## src/rtl/ms_dual_master_pkg.sv

```systemverilog
// rtl/ms_dual_master_pkg.sv - section encoding and defaults for the dual-output master
package ms_dual_master_types;

  typedef enum logic [1:0] {
    SEC_IDLE   = 2'd0,
    SEC_WRITE1 = 2'd1,
    SEC_WAIT   = 2'd2,
    SEC_WRITE2 = 2'd3
  } sections_e;

  localparam int DEFAULT_INIT_VAL = 1337;

endpackage

```

## src/rtl/ms_dual_master.sv

```systemverilog
// rtl/ms_dual_master.sv - accepts one word, republishes it on out1 then, after GAP idle cycles,
// on out2 tagged with a running transaction count
module ms_dual_master
  import ms_dual_master_types::*;
#(
  parameter int WIDTH    = 32,
  parameter int GAP      = 2,
  parameter int INIT_VAL = DEFAULT_INIT_VAL
) (
  input  logic             clk,
  input  logic             rst,
  input  logic [WIDTH-1:0] b_in,
  input  logic             b_in_sync,
  output logic             b_in_notify,
  output logic [WIDTH-1:0] m_out1,
  output logic             m_out1_sync,
  output logic [WIDTH-1:0] m_out2,
  output logic             m_out2_sync,
  output logic [1:0]       section_o
);

  localparam int GW = (GAP > 1) ? $clog2(GAP) : 1;

  sections_e        r_sec;
  logic [WIDTH-1:0] r_val;
  logic [WIDTH-1:0] r_cnt;
  logic [WIDTH-1:0] r_m1;
  logic [WIDTH-1:0] r_m2;
  logic [GW-1:0]    r_gap;

  sections_e w_sec_nxt;
  logic      w_ld1;
  logic      w_ld2;
  logic      w_gap_ld;
  logic      w_gap_dec;
  logic      w_inc;

  always_ff @(posedge clk or posedge rst) begin
    if (rst) begin
      r_sec <= SEC_IDLE;
    end else begin
      r_sec <= w_sec_nxt;
    end
  end

  // Outputs depend on the section register only, so they follow reset immediately.
  always_comb begin
    w_sec_nxt   = r_sec;
    w_ld1       = 1'b0;
    w_ld2       = 1'b0;
    w_gap_ld    = 1'b0;
    w_gap_dec   = 1'b0;
    w_inc       = 1'b0;
    b_in_notify = 1'b0;
    m_out1_sync = 1'b0;
    m_out2_sync = 1'b0;
    case (r_sec)
      SEC_IDLE: begin
        b_in_notify = 1'b1;
        if (b_in_sync) begin
          w_ld1     = 1'b1;
          w_sec_nxt = SEC_WRITE1;
        end
      end
      SEC_WRITE1: begin
        m_out1_sync = 1'b1;
        if (GAP > 0) begin
          w_gap_ld  = 1'b1;
          w_sec_nxt = SEC_WAIT;
        end else begin
          w_ld2     = 1'b1;
          w_sec_nxt = SEC_WRITE2;
        end
      end
      SEC_WAIT: begin
        if (r_gap == '0) begin
          w_ld2     = 1'b1;
          w_sec_nxt = SEC_WRITE2;
        end else begin
          w_gap_dec = 1'b1;
        end
      end
      SEC_WRITE2: begin
        m_out2_sync = 1'b1;
        w_inc       = 1'b1;
        w_sec_nxt   = SEC_IDLE;
      end
      default: w_sec_nxt = SEC_IDLE;
    endcase
  end

  always_ff @(posedge clk or posedge rst) begin
    if (rst) begin
      r_val <= WIDTH'(INIT_VAL);
      r_cnt <= '0;
      r_m1  <= '0;
      r_m2  <= '0;
      r_gap <= '0;
    end else begin
      if (w_ld1) begin
        r_val <= b_in;
        r_m1  <= b_in;
      end
      // r_val already holds the accepted word by the time out2 is computed.
      if (w_ld2) r_m2 <= r_val + r_cnt;
      if (w_inc) r_cnt <= r_cnt + 1'b1;
      if (w_gap_ld) begin
        r_gap <= GW'(GAP - 1);
      end else if (w_gap_dec) begin
        r_gap <= r_gap - 1'b1;
      end
    end
  end

  assign m_out1    = r_m1;
  assign m_out2    = r_m2;
  assign section_o = r_sec;

endmodule
```

## config.mk

```make
export PLATFORM = sky130hd
export DESIGN_NAME = ms_dual_master
export DESIGN_NICKNAME = d
export VERILOG_FILES = /design/src/rtl/ms_dual_master_pkg.sv /design/src/rtl/ms_dual_master.sv
export SDC_FILE = /design/constraint.sdc
export NUM_CORES = 1
export LEC_CHECK = 0
export CORE_ASPECT_RATIO = 1.25
export CORE_UTILIZATION = 50
export CTS_CLUSTER_SIZE = 25
export DETAILED_ROUTE_END_ITERATION = 6
export GPL_ROUTABILITY_DRIVEN = 0
export GPL_TIMING_DRIVEN = 0
export PLACE_DENSITY = 0.73
export REMOVE_ABC_BUFFERS = 1
export SLEW_MARGIN = 20
export SYNTH_ARGS = -nofsm -noshare
export SYNTH_HDL_FRONTEND = slang
export SYNTH_SLANG_ARGS = --single-unit
export TNS_END_PERCENT = 20
```

## constraint.sdc

```tcl
create_clock -name clk -period 5.15 [get_ports clk]
set_clock_uncertainty 0.05 [all_clocks]
set_input_delay 0.515 -clock clk [delete_from_list [all_inputs] [get_ports clk]]
set_output_delay 0.515 -clock clk [all_outputs]
set_load 0.05 [all_outputs]
```

==> metrics.txt <==
Num CTS Buffers 9; vias just under 5,000; grt ovf 0; Req. time, crit path 5.33 ns; top routing layer used met4; Nets 813; pre-CTS setup slack roughly 2.3 ns; Worst setup EP type flop; final hold violations 0; number of synthesized flops with an enable pin 0; Setup TNS Final 0 ns; Syn Inst Count approximately 680; WL final about 14 mm; Starting Density 0.516; Die ar. 12,600 µm²; postcts setup bufs 0; hold buffer count at CTS 0; post-route antenna net violation count 0; wl on met1 approximately 6.2 mm; Pint about 0.0024 W; met2 WL between 6 and 7 mm; Sink Count ~110; net switching power between 0.002 and 0.0025 W; Worst Path Arrival a little over 3 ns; synth-to-layout area growth 22.0%; leakage power ~3.5 nW; CP Class flop to flop; register area share after synthesis 0.435; I/O pins between 100 and 150; Peak Freq 353 MHz; first-pass GRT wire length 23.4 mm; Synth Warn # 0; PwrDens roughly 620 nW/µm²; clock power share 0.172; worst-skew pair later-pin latency about 0.35 ns; crit-path max FO 6; DP HPWL about 10 mm; Root Driver clkbuf_16; Mapped Area between 6000 and 7000 µm²; vias per inst between 5 and 6; initial DRC count 204; CTS resizes 0; cell taking the most area after synthesis dfrtp_1; Fillers ~1,000; DRT Pass-1 Iters 4; routed length on met3 approximately 460 µm; synth unique cells 63; largest net degree at the start of global routing 82; Slew headroom 0.316; vias in the first global route around 4,900; most common cell in the netlist nand2_1; most frequent cells after synthesis nand2_1, dfrtp_1, o21ai_0; # diodes 0; Rows 44; # H-tree levels 3; switching power share of the total 0.474; initial antenna violation count 0; synthesized area per cell a little under 9 µm²; Seq pwr share 0.295; fraction of layout cells with a size suffix above 1 0.0536; Logic pwr share 0.533; critical path startpoint category flop; status finished clean; Synth top area share 0.409; Seq cells post-synth 105; HP Class flop to flop; dominant cells by area after synthesis dfrtp_1, nand2_1, ha_1, xnor2_1, o21ai_0; Final Max Tran Viols 0; IO Port Bufs ~100; max_cap viols 0; fin crit period 2.84 ns; TritonCTS clock tree done; area occupied by multi-input gates a little over 3000 µm²; RSZ-0062 raised after global routing no; fin util 0.630; # setup viols final 0; Total GRT Usage 0.236; core area ~12,000 µm²; worst vdd ir around 0.53 mV; Reg clk slew, reported paths ~0.07 ns; Synth Flop Type dfrtp_1; drt wl/cell roughly 15 µm; Die Height 125 µm; Slew @ Worst Pin 1.02 ns; fin crit share 0.551; worst-case reg-to-reg path depth 9; fin worst setup slack 2.31 ns; die width between 100 and 150 µm; FF+latch area about 2600 µm²; CTS max path bufs 2; Hold Crit Depth 2; Synth async-reset ratio 1.00; # DRC 0
-- power by group through the flow --
stage               clock (W)  combinational [W]  sequential [W]
floorplan                   0           0.000904         0.00210
global placement            0            0.00238         0.00136
detailed placement          0            0.00245         0.00137
CTS                  0.000801            0.00246         0.00136
global route         0.000840            0.00263         0.00139
finish               0.000790            0.00245         0.00136
-- layout make-up --
class | instances | share of cell area
clock inverters | 6 | 0.0152
flip-flops and latches | 105 | 0.357
well taps | 161 | 0.0273
multi-input cells | 509 | 0.418
inverters | 11 | 0.00627
clock buffers | 10 | 0.0310
repair buffers | 105 | 0.146
-- per-stage QoR --
step                      hold slack [ns]  instance area, µm²  total power (W)  std cells
after detailed placement            0.408                7050          0.00382        891
after CTS                           0.419                7390          0.00462        907
after global routing                0.441                7390          0.00487        907
after floorplan                     0.392                5750          0.00300        625
final                               0.415                7390          0.00460        907
after global placement              0.403                6990          0.00374        889
-- flip-flops by register name, indices dropped and copies added (netlist names) --
signal / count
r_gap: 1
r_cnt: 32
m_out1: 6
r_val: 32
m_out2: 32
section_o: 2
-- metal layers --
| metal | up-vias | global-route usage |
|---|---|---|
| met4 | 0 | 0.0793 |
| met1 | 2346 | 0.317 |
| met2 | 118 | 0.381 |
| met3 | 20 | 0.0458 |
| met5 | - | 0 |
| li1 | 2413 | - |
-- cell families after synthesis --
family,count (synthesis),share of synthesized area
adder cells (fa/ha/maj),37,0.0777
buffers and inverters,63,0.0566
XOR/XNOR,56,0.0810
AND/OR/NAND/NOR,284,0.204
flip-flops,105,0.435
AO/OA/AOI/OAI,130,0.142
multiplexers,2,0.00351
-- worst max-delay path, cell delays in order, from the launching register on --
cell	delay, ns
dfrtp_1	0.46
ha_1	0.26
fa_1	0.43
a21oi_2	0.20
o211a_1	0.23
nor3_1	0.11
o31ai_1	0.46
o211ai_1	0.21
mux2i_1	0.19
o211ai_1	0.10
-- cells in the final DEF (no fill, tap or decap), types with 13 or more instances in the layout --
master and instances:
nand2_1 188, clkdlybuf4s50_1 103, dfrtp_1 99, o21ai_0 39, xnor2_1 37, ha_1 36
a21oi_1 29, nor2_1 25, xor2_1 19, nand3_1 16, nand4_1 16, a21o_1 13
-- path summary, 6_finish.rpt --
| path | startpoint | to | slack, ns |
|---|---|---|---|
| max | r_cnt[0]$_DFFE_PP0P_ | m_out2[26]$_DFFE_PP0P_ | 2.31 |
| min | r_val[0]$_DFFE_PP1P_ | r_val[0]$_DFFE_PP1P_ | 0.42 |
| max reg2reg | r_cnt[0]$_DFFE_PP0P_ | m_out2[26]$_DFFE_PP0P_ | 2.31 |
| min reg2reg | r_val[0]$_DFFE_PP1P_ | r_val[0]$_DFFE_PP1P_ | 0.42 |
| max in group asynchronous | rst | r_val[8]$_DFFE_PP1P_ | 3.94 |
| min in group asynchronous | rst | section_o[1]$_DFFE_PP0P_ | 0.43 |
No activity file was read; power rests on OpenSTA's default activity.
